[config.mk]
export PLATFORM = sky130hd
export DESIGN_NAME = mdu_ctrl
export DESIGN_NICKNAME = d
export VERILOG_FILES = /design/src/rtl/mdu_ctrl.sv
export SDC_FILE = /design/constraint.sdc
export NUM_CORES = 1
export LEC_CHECK = 0
export ABC_CLOCK_PERIOD_IN_PS = 3290
export CAP_MARGIN = 30
export CELL_PAD_IN_SITES_DETAIL_PLACEMENT = 2
export CELL_PAD_IN_SITES_GLOBAL_PLACEMENT = 2
export CORE_MARGIN = 3
export CORE_UTILIZATION = 30
export DETAILED_ROUTE_END_ITERATION = 6
export PLACE_DENSITY = 0.74
export SKIP_LAST_GASP = 1
export SLEW_MARGIN = 0
export SYNTH_ARGS = -nofsm -noshare
export SYNTH_HDL_FRONTEND = slang
export SYNTH_SLANG_ARGS = --single-unit
[constraint.sdc]
create_clock -name clk -period 3.29 [get_ports clk]
set_input_delay 0.4935 -clock clk [delete_from_list [all_inputs] [get_ports clk]]
set_output_delay 0.4935 -clock clk [all_outputs]
set_load 0.02 [all_outputs]
[src/rtl/mdu_ctrl.sv]
// Multi-cycle multiply/divide controller owning HI/LO (shift-add mult, restoring div).
// MDU_DIVZERO_EXC_EN: adds div0_o and leaves HI/LO untouched on divide by zero.
module mdu_ctrl #(
  parameter int WIDTH = 32
) (
  input  logic             clk,
  input  logic             rst_n,
  input  logic             start_i,
  input  logic [5:0]       funct_i,
  input  logic [WIDTH-1:0] rs_i,
  input  logic [WIDTH-1:0] rt_i,
  input  logic             flush_i,
  output logic             ready_o,
  output logic             busy_o,
  output logic             done_o,
  output logic [WIDTH-1:0] hi_o,
  output logic [WIDTH-1:0] lo_o
`ifdef MDU_DIVZERO_EXC_EN
  ,
  output logic             div0_o
`endif
);

  localparam int CW = $clog2(WIDTH);
  localparam logic [CW-1:0] LAST = CW'(WIDTH - 1);

  localparam logic [5:0] F_MTHI  = 6'h11;
  localparam logic [5:0] F_MTLO  = 6'h13;
  localparam logic [5:0] F_MULT  = 6'h18;
  localparam logic [5:0] F_MULTU = 6'h19;
  localparam logic [5:0] F_DIV   = 6'h1a;
  localparam logic [5:0] F_DIVU  = 6'h1b;

  localparam logic [2:0] S_IDLE = 3'd0;
  localparam logic [2:0] S_MUL  = 3'd1;
  localparam logic [2:0] S_DIV  = 3'd2;
  localparam logic [2:0] S_FIX  = 3'd3;
  localparam logic [2:0] S_DONE = 3'd4;

  logic [2:0]         state;
  logic [2:0]         state_nx;
  logic [CW-1:0]      cnt;
  logic [WIDTH-1:0]   acc_hi;
  logic [WIDTH-1:0]   acc_lo;
  logic [WIDTH-1:0]   opnd;
  logic [WIDTH-1:0]   hi_q;
  logic [WIDTH-1:0]   lo_q;
  logic               op_div;
  logic               neg_q;
  logic               neg_r;
  logic               div0;

  logic               accept;
  logic               is_mult;
  logic               is_multu;
  logic               is_div;
  logic               is_divu;
  logic               is_mthi;
  logic               is_mtlo;
  logic               is_mul_op;
  logic               is_div_op;
  logic               sgn;
  logic               sa;
  logic               sb;
  logic [WIDTH-1:0]   mag_a;
  logic [WIDTH-1:0]   mag_b;

  logic [WIDTH:0]     mul_sum;
  logic [WIDTH:0]     div_sh;
  logic [WIDTH-1:0]   div_sub;
  logic               div_ge;

  logic [2*WIDTH-1:0] prod;
  logic [WIDTH-1:0]   res_hi;
  logic [WIDTH-1:0]   res_lo;

  assign ready_o = (state == S_IDLE);
  assign busy_o  = ~ready_o;
  assign done_o  = (state == S_DONE);
  assign hi_o    = hi_q;
  assign lo_o    = lo_q;
`ifdef MDU_DIVZERO_EXC_EN
  assign div0_o  = (state == S_DONE) && div0;
`endif

  assign accept = start_i && ready_o && !flush_i;

  always_comb begin
    is_mult  = 1'b0;
    is_multu = 1'b0;
    is_div   = 1'b0;
    is_divu  = 1'b0;
    is_mthi  = 1'b0;
    is_mtlo  = 1'b0;
    unique case (funct_i)
      F_MULT:  is_mult  = 1'b1;
      F_MULTU: is_multu = 1'b1;
      F_DIV:   is_div   = 1'b1;
      F_DIVU:  is_divu  = 1'b1;
      F_MTHI:  is_mthi  = 1'b1;
      F_MTLO:  is_mtlo  = 1'b1;
      default: ;
    endcase
  end

  assign is_mul_op = is_mult | is_multu;
  assign is_div_op = is_div | is_divu;

  // Signed ops run on magnitudes; signs are re-applied in FIX.
  assign sgn   = is_mult | is_div;
  assign sa    = sgn & rs_i[WIDTH-1];
  assign sb    = sgn & rt_i[WIDTH-1];
  assign mag_a = sa ? -rs_i : rs_i;
  assign mag_b = sb ? -rt_i : rt_i;

  assign mul_sum = {1'b0, acc_hi}
                 + (acc_lo[0] ? {1'b0, opnd}
                              : {(WIDTH+1){1'b0}});

  assign div_sh  = {acc_hi, acc_lo[WIDTH-1]};
  assign div_ge  = div_sh >= {1'b0, opnd};
  assign div_sub = div_sh[WIDTH-1:0] - opnd;

  always_comb begin
    prod   = {acc_hi, acc_lo};
    res_hi = '0;
    res_lo = '0;
    if (neg_q) prod = -prod;
    if (op_div) begin
      res_lo = neg_q ? -acc_lo : acc_lo;
      res_hi = neg_r ? -acc_hi : acc_hi;
      if (div0) res_lo = '1;
    end else begin
      res_hi = prod[2*WIDTH-1:WIDTH];
      res_lo = prod[WIDTH-1:0];
    end
  end

  always_comb begin
    state_nx = state;
    unique case (state)
      S_IDLE: begin
        if (accept) begin
          unique case (1'b1)
            is_mul_op: state_nx = S_MUL;
            is_div_op: state_nx = S_DIV;
            default:   state_nx = S_IDLE;
          endcase
        end
      end
      S_MUL, S_DIV: begin
        if (flush_i)          state_nx = S_IDLE;
        else if (cnt == LAST) state_nx = S_FIX;
      end
      S_FIX:   state_nx = flush_i ? S_IDLE : S_DONE;
      S_DONE:  state_nx = S_IDLE;
      default: state_nx = S_IDLE;
    endcase
  end

  always_ff @(posedge clk or negedge rst_n) begin
    if (!rst_n) state <= S_IDLE;
    else        state <= state_nx;
  end

  always_ff @(posedge clk or negedge rst_n) begin
    if (!rst_n) begin
      cnt    <= '0;
      acc_hi <= '0;
      acc_lo <= '0;
      opnd   <= '0;
      op_div <= 1'b0;
      neg_q  <= 1'b0;
      neg_r  <= 1'b0;
      div0   <= 1'b0;
    end else begin
      unique case (state)
        S_IDLE: begin
          if (accept && (is_mul_op || is_div_op)) begin
            cnt    <= '0;
            acc_hi <= '0;
            op_div <= is_div_op;
            neg_q  <= sa ^ sb;
            neg_r  <= sa;
            div0   <= is_div_op && (rt_i == '0);
            acc_lo <= is_mul_op ? mag_b : mag_a;
            opnd   <= is_mul_op ? mag_a : mag_b;
          end
        end
        S_MUL: begin
          acc_hi <= mul_sum[WIDTH:1];
          acc_lo <= {mul_sum[0], acc_lo[WIDTH-1:1]};
          cnt    <= cnt + 1'b1;
        end
        S_DIV: begin
          acc_hi <= div_ge ? div_sub : div_sh[WIDTH-1:0];
          acc_lo <= {acc_lo[WIDTH-2:0], div_ge};
          cnt    <= cnt + 1'b1;
        end
        default: ;
      endcase
    end
  end

  always_ff @(posedge clk or negedge rst_n) begin
    if (!rst_n) begin
      hi_q <= '0;
      lo_q <= '0;
    end else if (state == S_IDLE) begin
      if (accept && is_mthi) hi_q <= rs_i;
      if (accept && is_mtlo) lo_q <= rs_i;
    end else if (state == S_FIX && !flush_i) begin
`ifdef MDU_DIVZERO_EXC_EN
      if (!div0) begin
        hi_q <= res_hi;
        lo_q <= res_lo;
      end
`else
      hi_q <= res_hi;
      lo_q <= res_lo;
`endif
    end
  end

endmodule

==> impl_metrics.env, run 1 <==
export IMPL_clock_sinks=172
export IMPL_postSynth_asyncResetShare_pct=100
export IMPL_die_area_um2=52800
export IMPL_wl_met1_um=35100
export IMPL_yosysSeqAreaShare_pct=28.7
export IMPL_drcViolationCount=0
export IMPL_met2_wirelength_um=37400
export IMPL_num_rows=81
export IMPL_cts_buffer_depth=2
export IMPL_routed_wl_met3_um=4230
export IMPL_coreArea_um2=49200
export IMPL_switching_power_uw=7950
export IMPL_worst_path_max_stage_delay_ns=0.39
export IMPL_path_cells="inv_1 -> ha_1 -> a21o_1 -> a31o_2 -> o21ai_1 -> a21oi_2 -> nor4_2 -> buf_4 -> o31ai_1 -> a211o_1 -> xor2_1 -> a221o_1"
export IMPL_number_of_antenna_violations_at_the_first_check_in_global_routing=0
export IMPL_fillers=5530
export IMPL_clk_transition_reported_paths_ns=0.08
export IMPL_regArea_um2=4310
export IMPL_slew_headroom_pct=47.6
export IMPL_grt_pass1_wl_um=117000
export IMPL_maxCapViolCount=0
export IMPL_vias_per_cell=5.81
export IMPL_die_w_um=230
export IMPL_port_buffers=140
export IMPL_tritoncts_num_buffers=17
export IMPL_power_density_cell_area_nw_per_um2=811
export IMPL_fin_crit_ns=3.29
export IMPL_post_dp_hpwl_um=62400
export IMPL_worst_r2r_path_depth=12
export IMPL_hold_viol=0
export IMPL_synthesis_nets=2096
export IMPL_worst_setup_path_end_kind="flop"
export IMPL_worst_r2r_setup_slack_ns=-0.0005
export IMPL_yosys_warnings=0
export IMPL_timing_final_ws_setup_ns=-0.000459
export IMPL_regToRegStartpoint="opnd[4]"
export IMPL_critical_path_required_ns=3.66
export IMPL_boundaryPins=141
export IMPL_postSynth_topFlopCell="sky130_fd_sc_hd__dfrtp_1"
export IMPL_p_leak_uw=0.00848
export IMPL_clkLatencyLatePin_ns=0.50
export IMPL_grt_overflow=0
export IMPL_die_h_um=230
export IMPL_ys_types=82
export IMPL_maximum_number_of_pins_on_one_net_before_global_route_repair=69
export IMPL_vias=17106
export IMPL_htree_levels=4
export IMPL_post_layout_total_power_uw=16200
export IMPL_hold_path_class="in2async"
export IMPL_final_net_count=2414
export IMPL_pwr_share_comb_pct=65.3
export IMPL_share_of_post_route_cells_with_drive_strength_above_1_pct=18.5
export IMPL_p_clk_share_pct=13.5
export IMPL_fin_worst_skew_ns=0.0182
export IMPL_violated_checks="negative setup slack"
export IMPL_ys_seq_elements=172
export IMPL_timing_critical_path_from_type="flop"
export IMPL_maxUsedRoutingLayer="met4"
export IMPL_layout_worst_path_cycle_share_pct=100
export IMPL_synthesized_netlist_cell_count=1950
export IMPL_groute_usage_overall_pct=29.2
export IMPL_synth_edff_count=0
export IMPL_antenna_left=0
export IMPL_fraction_of_power_spent_switching_nets_pct=48.9
export IMPL_routed_wirelength_normalized_by_instance_count_um=27.1
export IMPL_syn2layout_area_growth_pct=33.3
export IMPL_final_max_slew_violation_count=0
export IMPL_multi_input_area_um2=10400
export IMPL_dpl_cell_area_um2=19000
export IMPL_peakVddDrop_uv=504
export IMPL_cts_tree="yes"
export IMPL_critPathSlowestCell="sky130_fd_sc_hd__dfrtp_1"
export IMPL_crit_reg2reg_capture="acc_hi[31]"
export IMPL_unrepaired_setup_endpoints_after_global_routing="yes"
export IMPL_mappedNetlistArea_um2=15000
export IMPL_worst_endpoint_arrival_ns=3.66
export IMPL_power_share_sequential_pct=21.2
export IMPL_outcome="finished, violations left"
export IMPL_detailedRoute_firstIterationViolations=1415
export IMPL_path_max_fanout=5
export IMPL_first_global_vias=18142
export IMPL_intPower_uw=8290
export IMPL_worstMarginPinSlew_ns=0.787
export IMPL_drtPass1Iterations=6
export IMPL_routed_wl_um=79700
export IMPL_worst_setup_path_type="reg2reg"
export IMPL_layout_cell_area_non_filler_um2=20000
export IMPL_clock_fmax_mhz=304
export IMPL_report_final_setup_viol=1
export IMPL_ctsRootBufferMaster="sky130_fd_sc_hd__clkbuf_16"
export IMPL_syn_mean_instance_area_um2=7.70
export IMPL_routabilityCongestion=0.941
export IMPL_hold_fix_buffer_count_after_cts=0
export IMPL_initial_utilization_pct=30.6
-- metrics by stage --
stage	setup WS (ns)	instances	utilization [%]	hold WS, ns	setup TNS, ns
global placement	-0.125	2901	38.6	0.464	-0.720
finish	-0.000459	2946	40.7	0.0283	-0.000459
global route	-0.173	2945	40.7	0.0691	-0.675
CTS	-0.0379	2936	39.9	0.0452	-0.0379
floorplan	0.0700	1950	-	0.198	0
detailed placement	-0.260	2902	38.6	0.475	-2.76
-- worst max-delay path, delay by kind of cell (launching register included) --
family	cells	cell delay, ns
AO/OA/AOI/OAI	7	1.56
flip-flops	1	0.39
buffers and inverters	2	0.37
adder cells (fa/ha/maj)	1	0.35
AND/OR/NAND/NOR	1	0.33
XOR/XNOR	1	0.17
-- sequential cells by signal (all words and copies together), names as in the netlist --
signal and cells:
acc_hi 32, acc_lo 32, hi_o 32, lo_o 32
opnd 32, cnt 5, state 3, div0 1
neg_q 1, neg_r 1, op_div 1
-- cell usage in the layout, fill, tap and decap left out, types with 13 or more instances in the layout --
cell	n
sky130_fd_sc_hd__o211ai_1	18
sky130_fd_sc_hd__nand2_1	226
sky130_fd_sc_hd__a31oi_1	21
sky130_fd_sc_hd__a21oi_1	143
sky130_fd_sc_hd__buf_4	276
sky130_fd_sc_hd__inv_1	64
sky130_fd_sc_hd__dfrtp_1	171
sky130_fd_sc_hd__o22ai_1	38
sky130_fd_sc_hd__o31ai_1	24
sky130_fd_sc_hd__ha_1	66
sky130_fd_sc_hd__o21ai_0	152
sky130_fd_sc_hd__clkbuf_16	17
sky130_fd_sc_hd__a21o_1	26
sky130_fd_sc_hd__and3_1	21
sky130_fd_sc_hd__clkdlybuf4s50_1	139
sky130_fd_sc_hd__xor2_1	57
sky130_fd_sc_hd__nand2b_1	14
sky130_fd_sc_hd__nor3_1	46
sky130_fd_sc_hd__xnor2_1	114
sky130_fd_sc_hd__nor2_1	185
sky130_fd_sc_hd__or3_1	17
sky130_fd_sc_hd__a222oi_1	13
sky130_fd_sc_hd__a22oi_1	26
sky130_fd_sc_hd__nand3_1	39
sky130_fd_sc_hd__a221oi_1	13
sky130_fd_sc_hd__mux2i_1	34
sky130_fd_sc_hd__o21ai_1	32
sky130_fd_sc_hd__nand4_1	14
-- layout make-up --
class                   instances  area share [%]
clock inverters                14           0.781
flip-flops and latches        172            21.5
clock buffers                  18            2.14
well taps                     664            4.15
multi-input cells            1582            51.7
inverters                      67            1.27
diodes                          1          0.0125
repair buffers                428            18.4
-- power groups by stage --
stage	registers [µW]	clock network (µW)	logic [µW]
3_3_place_gp	3380	0	9350
2_1_floorplan	3290	0	5450
3_5_place_dp	3430	0	9710
5_1_grt	3500	2310	11400
6_report	3440	2190	10600
4_1_cts	3400	2240	9910
-- logic make-up after synthesis --
family / share of synthesized area (%)
and+or+nand+nor: 21.2
adders and majority gates: 6.10
muxes: 2.49
xor gates and xnor gates: 10.0
buffers and inverters: 5.07
DFF: 28.7
AOI/OAI and AO/OA: 26.5
-- how the worst max path moves through the flow --
| stage | start | endpoint | slack (ns) | cells past startpoint |
|---|---|---|---|---|
| floorplan | acc_lo[0] | acc_hi[28] | 0.07 | 13 |
| global placement | rt_i[10] | acc_lo[30] | -0.12 | 10 |
| detailed placement | acc_lo[0] | acc_hi[29] | -0.26 | 14 |
| CTS | acc_lo[0] | acc_hi[29] | -0.04 | 14 |
| global route | acc_lo[0] | acc_hi[29] | -0.17 | 14 |
| finish | opnd[4] | acc_hi[31] | -0.0005 | 12 |
-- cells in the mapped netlist, drive strengths merged, types with 4 or more instances --
library cell | n | area share (%)
nand4 | 14 | 0.58
a221o | 9 | 0.60
o211ai | 18 | 0.90
a22oi | 26 | 1.3
xnor2 | 115 | 6.7
buf | 17 | 0.59
a221oi | 17 | 0.99
o311ai | 4 | 0.28
o22ai | 38 | 1.6
dfrtp | 172 | 29
nand3b | 4 | 0.20
a31oi | 23 | 0.96
a21o | 26 | 1.3
o31a | 4 | 0.23
o21a | 12 | 0.60
xor2 | 57 | 3.3
o221ai | 10 | 0.58
nor3b | 10 | 0.50
nand2 | 226 | 5.6
nor4 | 18 | 0.83
o31ai | 26 | 1.3
nand2b | 16 | 0.67
nand4b | 4 | 0.23
or2 | 11 | 0.46
clkbuf | 112 | 2.8
nor2b | 9 | 0.37
a21oi | 154 | 5.2
o21ai | 186 | 6.2
mux2i | 34 | 2.3
or4 | 15 | 0.85
nor3 | 49 | 1.8
ha | 70 | 5.8
nand3 | 43 | 1.4
a222oi | 13 | 0.87
a211oi | 13 | 0.65
nor2 | 194 | 4.9
o41ai | 11 | 0.79
or3 | 20 | 0.87
and2 | 9 | 0.37
o21bai | 14 | 0.70
and3 | 21 | 0.87
inv | 67 | 1.7
-- routing by layer --
| layer | up-vias | global-route usage [%] |
|---|---|---|
| li1 | 7697 | - |
| met1 | 8787 | 38.9 |
| met5 | - | 0 |
| met4 | 0 | 10.0 |
| met2 | 498 | 48.4 |
| met3 | 124 | 4.55 |
-- what timing repair did --
item,in CTS,in global routing
setup endpoints to repair,18,33
gates resized for setup,15,68
endpoints found under the hold margin,0,0
buffers inserted,2,9
pin swaps,7,22
Note: power is estimated with default switching activity, not from simulation.
==> run 2, diff against run 1 <==
Settings changed: CORE_MARGIN 3 to 1, TNS_END_PERCENT set to 1.
==> impl_metrics.env, run 2 (synthesis gave the netlist of run 1 again) <==
export IMPL_power_density_cell_area_nw_per_um2=791
export IMPL_clkLatencyLatePin_ns=0.47
export IMPL_layout_core_utilization_pct=39.9
export IMPL_routed_wl_um=77700
export IMPL_worst_endpoint_arrival_ns=3.67
export IMPL_fin_crit_ns=3.35
export IMPL_drtPass1Iterations=7
export IMPL_boundaryPins=141
export IMPL_groute_usage_overall_pct=30.5
export IMPL_peakVddDrop_uv=446
export IMPL_clock_sinks=172
export IMPL_detailedRoute_firstIterationViolations=1178
export IMPL_fin_worst_skew_ns=0.0159
export IMPL_unrepaired_setup_endpoints_after_global_routing="yes"
export IMPL_p_leak_uw=0.00836
export IMPL_share_of_post_route_cells_with_drive_strength_above_1_pct=16.4
export IMPL_timing_final_ws_setup_ns=-0.0615
export IMPL_maximum_number_of_pins_on_one_net_before_global_route_repair=74
export IMPL_layout_worst_path_cycle_share_pct=102
export IMPL_grt_overflow=0
export IMPL_fin_tns_setup_ns=-0.106
export IMPL_hold_fix_buffer_count_after_cts=0
export IMPL_worst_setup_path_type="reg2reg"
export IMPL_final_max_slew_violation_count=0
export IMPL_routed_wirelength_normalized_by_instance_count_um=26.5
export IMPL_tritoncts_num_buffers=17
export IMPL_final_common_cell="sky130_fd_sc_hd__buf_4"
export IMPL_hold_viol=0
export IMPL_cts_tree="yes"
export IMPL_coreArea_um2=49200
export IMPL_report_final_setup_viol=4
export IMPL_ctsRootBufferMaster="sky130_fd_sc_hd__clkbuf_16"
export IMPL_die_w_um=226
export IMPL_num_rows=81
export IMPL_timing_critical_path_from_type="flop"
export IMPL_clk_transition_reported_paths_ns=0.07
export IMPL_worst_r2r_setup_slack_ns=-0.06
export IMPL_cts_buffer_depth=2
export IMPL_slew_headroom_pct=43.2
export IMPL_outcome="finished, violations left"
export IMPL_final_net_count=2400
export IMPL_first_global_vias=18460
export IMPL_vias=17079
export IMPL_routabilityCongestion=0.912
export IMPL_initial_utilization_pct=30.6
export IMPL_syn2layout_area_growth_pct=30.7
export IMPL_insertedDiodeCount=0
export IMPL_port_buffers=140
export IMPL_clock_fmax_mhz=298
export IMPL_worst_setup_path_end_kind="flop"
export IMPL_path_max_fanout=4
export IMPL_antenna_left=0
export IMPL_fillers=5564
export IMPL_number_of_antenna_violations_at_the_first_check_in_global_routing=0
export IMPL_violated_checks="design-rule violations, negative setup slack"
export IMPL_critical_path_required_ns=3.61
export IMPL_drcViolationCount=3
export IMPL_die_area_um2=51000
export IMPL_layout_common_cells="sky130_fd_sc_hd__buf_4, sky130_fd_sc_hd__nand2_1, sky130_fd_sc_hd__nor2_1"
export IMPL_vias_per_cell=5.83
export IMPL_die_h_um=226
export IMPL_worstMarginPinSlew_ns=0.849
export IMPL_htree_levels=4
export IMPL_grt_pass1_wl_um=116000
export IMPL_post_dp_hpwl_um=62200
export IMPL_maxCapViolCount=0
export IMPL_hold_path_class="in2async"
run 2: cell types whose count changed in the layout (fill, tap and decap cells not counted), moves of 4 or more:
cell                      delta
sky130_fd_sc_hd__nor4_2      -4
sky130_fd_sc_hd__buf_12      -4
sky130_fd_sc_hd__o21ai_0     +5
sky130_fd_sc_hd__nor4_1      +4
sky130_fd_sc_hd__a21oi_1     +8
sky130_fd_sc_hd__buf_4       -8
sky130_fd_sc_hd__o21ai_1     -4
sky130_fd_sc_hd__ha_1        +4
sky130_fd_sc_hd__a21oi_2     -7
run 2: area by class of cell:
type	instances	area [µm²]	share of cell area [%]
clock buffers	18	439	2.24
clock inverters	13	150	0.765
inverters	67	251	1.28
multi-input cells	1582	10100	51.6
flip-flops and latches	172	4310	21.9
well taps	664	831	4.23
repair buffers	414	3520	17.9
run 2: per-stage QoR:
stage | total power [µW] | setup WS [ns] | instances | hold WS (ns) | area [µm²]
after floorplan | 8740 | 0.0700 | 1950 | 0.198 | 15000
after global placement | 12500 | -0.198 | 2888 | 0.467 | 18800
after detailed placement | 12900 | -0.333 | 2889 | 0.483 | 18800
after CTS | 15200 | -0.0535 | 2922 | 0.0648 | 19500
after global routing | 16400 | -0.193 | 2930 | 0.0939 | 19600
final | 15500 | -0.0615 | 2930 | 0.0385 | 19600
run 2: power breakdown:
part / switching [µW] / total [µW] / internal [µW] / leakage [µW]
clock network: 1070 / 2160 / 1100 / 0.000284
logic: 5730 / 9930 / 4200 / 0.00589
registers: 783 / 3450 / 2670 / 0.00218
total: 7570 / 15500 / 7960 / 0.00836
run 2: repair_timing:
action	CTS	global route
setup buffers	2	8
pin swaps	3	12
endpoints found under the setup margin	23	41
gates resized for setup	9	21
endpoints found under the hold margin	0	0
run 2: path summary, 6_finish.rpt:
kind / start / end / cells after the start
min in group clk: lo_o[4] / lo_o[4] / 2
hold reg to reg: lo_o[4] / lo_o[4] / 2
hold / removal: rst_n / hi_o[17] / 1
setup / recovery: acc_lo[0] / acc_hi[29] / 14
max in group asynchronous: rst_n / acc_hi[9] / 2
setup reg to reg: acc_lo[0] / acc_hi[29] / 14
run 2: routing by layer:
metal,up-vias,share of wire (%),wire length [µm],GRT usage [%]
met1,8802,44,34600,39.7
met3,113,4.4,3460,3.55
met5,-,0,0,0
met4,0,3.9,3050,13.0
li1,7670,-,-,-
met2,494,47,36600,50.8
run 2: worst max-delay path, cell delays in order (launching register included):
cell	delay, ns
sky130_fd_sc_hd__dfrtp_1	0.41
sky130_fd_sc_hd__and2_1	0.18
sky130_fd_sc_hd__ha_1	0.21
sky130_fd_sc_hd__inv_1	0.08
sky130_fd_sc_hd__fa_1	0.41
sky130_fd_sc_hd__nand2b_4	0.19
sky130_fd_sc_hd__a211oi_2	0.19
sky130_fd_sc_hd__buf_4	0.14
sky130_fd_sc_hd__o21a_1	0.16
sky130_fd_sc_hd__o2111ai_2	0.18
sky130_fd_sc_hd__a21oi_2	0.27
sky130_fd_sc_hd__o211ai_1	0.16
sky130_fd_sc_hd__a311oi_2	0.33
sky130_fd_sc_hd__xnor2_1	0.16
sky130_fd_sc_hd__o221ai_1	0.14
==> run 3, diff against run 2 <==
Settings changed: CAP_MARGIN 30 to 20, PLACE_DENSITY 0.74 to unset, PLACE_DENSITY_LB_ADDON set to 0.1.
==> impl_metrics.env, run 3 (synthesis gave the netlist of run 1 again) <==
export IMPL_fin_tns_setup_ns=0
export IMPL_fin_worst_skew_ns=0.0132
export IMPL_critPathSlowestCell="sky130_fd_sc_hd__clkdlybuf4s50_1"
export IMPL_whs_path_depth=2
export IMPL_worst_path_max_stage_delay_ns=0.66
export IMPL_htree_levels=4
export IMPL_regArea_um2=4310
export IMPL_grt_overflow=0
export IMPL_groute_usage_overall_pct=30.8
export IMPL_path_cells="or3_2 -> inv_2 -> buf_4 -> clkdlybuf4s50_1"
export IMPL_critical_path_n_buffers_inverters=3
export IMPL_timing_final_ws_setup_ns=0.00908
export IMPL_worstMarginPinSlew_ns=0.783
export IMPL_fin_crit_ns=3.28
export IMPL_share_of_post_route_cells_with_drive_strength_above_1_pct=17.8
export IMPL_worst_setup_path_end_kind="output pin"
export IMPL_maxCapViolCount=0
export IMPL_timing_critical_path_from_type="flop"
export IMPL_p_leak_uw=0.00845
export IMPL_vias=16887
export IMPL_final_max_slew_violation_count=0
export IMPL_vias_per_cell=5.72
export IMPL_boundaryPins=141
export IMPL_grt_pass1_wl_um=116000
export IMPL_antenna_left=0
export IMPL_multi_input_area_um2=10200
export IMPL_final_net_count=2422
export IMPL_unrepaired_setup_endpoints_after_global_routing="yes"
export IMPL_layout_common_cells="sky130_fd_sc_hd__buf_4, sky130_fd_sc_hd__nand2_1, sky130_fd_sc_hd__nor2_1"
export IMPL_dpl_cell_area_um2=19000
export IMPL_routed_wl_um=78400
export IMPL_dp_worst_setup_slack_ns=-0.388
export IMPL_port_buffers=140
export IMPL_clk_transition_reported_paths_ns=0.07
export IMPL_worstHoldStart="opnd[14]"
export IMPL_power_density_cell_area_nw_per_um2=785
export IMPL_routed_wirelength_normalized_by_instance_count_um=26.5
export IMPL_number_of_antenna_violations_at_the_first_check_in_global_routing=0
export IMPL_path_max_fanout=23
export IMPL_clkLatencyLatePin_ns=0.51
export IMPL_layout_cell_area_non_filler_um2=19900
export IMPL_critPathTopFamily="buffers and inverters"
export IMPL_routabilityCongestion=0.915
export IMPL_slew_headroom_pct=47.8
export IMPL_maximum_number_of_pins_on_one_net_before_global_route_repair=61
export IMPL_initial_utilization_pct=30.6
export IMPL_crit_reg2reg_capture="acc_hi[29]"
export IMPL_clock_fmax_mhz=305
export IMPL_drcViolationCount=0
export IMPL_worst_r2r_setup_slack_ns=0.04
export IMPL_detailedRoute_firstIterationViolations=1108
export IMPL_layout_worst_path_cycle_share_pct=99.7
export IMPL_hold_viol=0
export IMPL_cts_buffer_depth=2
export IMPL_worst_endpoint_arrival_ns=2.79
export IMPL_die_area_um2=51000
export IMPL_final_common_cell="sky130_fd_sc_hd__buf_4"
export IMPL_ctsRootBufferMaster="sky130_fd_sc_hd__clkbuf_16"
export IMPL_worst_setup_path_type="reg2out"
export IMPL_drtPass1Iterations=5
export IMPL_cts_tree="yes"
export IMPL_critical_path_required_ns=2.80
export IMPL_peakVddDrop_uv=391
export IMPL_regToRegStartpoint="acc_lo[0]"
export IMPL_whs_ns=0.490
export IMPL_fillers=5620
export IMPL_die_h_um=226
export IMPL_report_final_setup_viol=0
export IMPL_coreArea_um2=49200
export IMPL_post_dp_hpwl_um=62900
export IMPL_die_w_um=226
export IMPL_syn2layout_area_growth_pct=32.8
export IMPL_hold_path_class="reg2reg"
export IMPL_tritoncts_num_buffers=17
export IMPL_hold_end="opnd[14]"
export IMPL_worst_r2r_path_depth=15
export IMPL_first_global_vias=17808
export IMPL_clock_sinks=172
export IMPL_num_rows=81
export IMPL_outcome="finished, final reports clean"
[run 3: changes by cell type in the layout (fill, tap and decap cells not counted), sizes merged]
cell | before | now
buf | 275 | 296
inv | 75 | 70
clkinv | 2 | 5
diode | 0 | 2
clkbuf | 18 | 19
dlygate4sd3 | 0 | 1
[run 3: worst max path at each step]
stage	startpoint	end	slack, ns	depth (start not counted)
2_1_floorplan	acc_lo[0]	acc_hi[28]	0.07	13
3_3_place_gp	acc_lo[0]	acc_hi[28]	-0.34	14
3_5_place_dp	acc_lo[0]	acc_hi[28]	-0.39	14
4_1_cts	acc_lo[0]	acc_hi[28]	-0.03	16
5_1_grt	acc_lo[0]	acc_hi[29]	-0.12	15
6_report	state[2]	ready_o	0.009	4
[run 3: metal layers]
metal	vias to the layer above	wire, µm	GRT usage [%]
met3	66	2520	2.78
met2	379	36900	49.7
met1	8729	37100	42.8
met5	-	0	0
li1	7713	-	-
met4	0	1960	10.6
[run 3: repair_timing]
action | in CTS | in global routing
gates cloned | 0 | 0
pin swaps | 6 | 19
resized for setup | 14 | 35
endpoints found under the hold margin | 15 | 0
setup buffers | 2 | 9
hold buffers | 1 | 0
setup endpoints to repair | 17 | 37
[run 3: through the flow]
stage	utilization [%]	std cells	power [µW]
floorplan	-	1950	8740
global placement	38.7	2908	12700
detailed placement	38.7	2908	13000
CTS	40.1	2941	15300
global route	40.5	2951	16600
finish	40.6	2953	15700
[run 3: layout make-up]
| type | instances | share of cell area (%) |
|---|---|---|
| antenna | 2 | 0.0251 |
| clock buffer | 19 | 2.22 |
| clock inverter | 11 | 0.571 |
| inverter | 67 | 1.27 |
| multi-input combinational | 1582 | 51.2 |
| sequential | 172 | 21.6 |
| tap | 664 | 4.17 |
| timing repair buffer | 436 | 18.9 |
[run 3: worst reg2reg max path: cells and delay by family (launching register included)]
kind	cells	cell delay, ns
compound gates	7	1.31
fa+ha+maj	2	0.50
flops	1	0.45
buf+inv	3	0.37
simple gates	2	0.36
xor+xnor	1	0.10
[run 3: where the power goes]
part	switching, µW	total (µW)	internal, µW
Clock	1040	2100	1060
Sequential	761	3430	2670
Combinational	5800	10100	4330
Total	7600	15700	8060
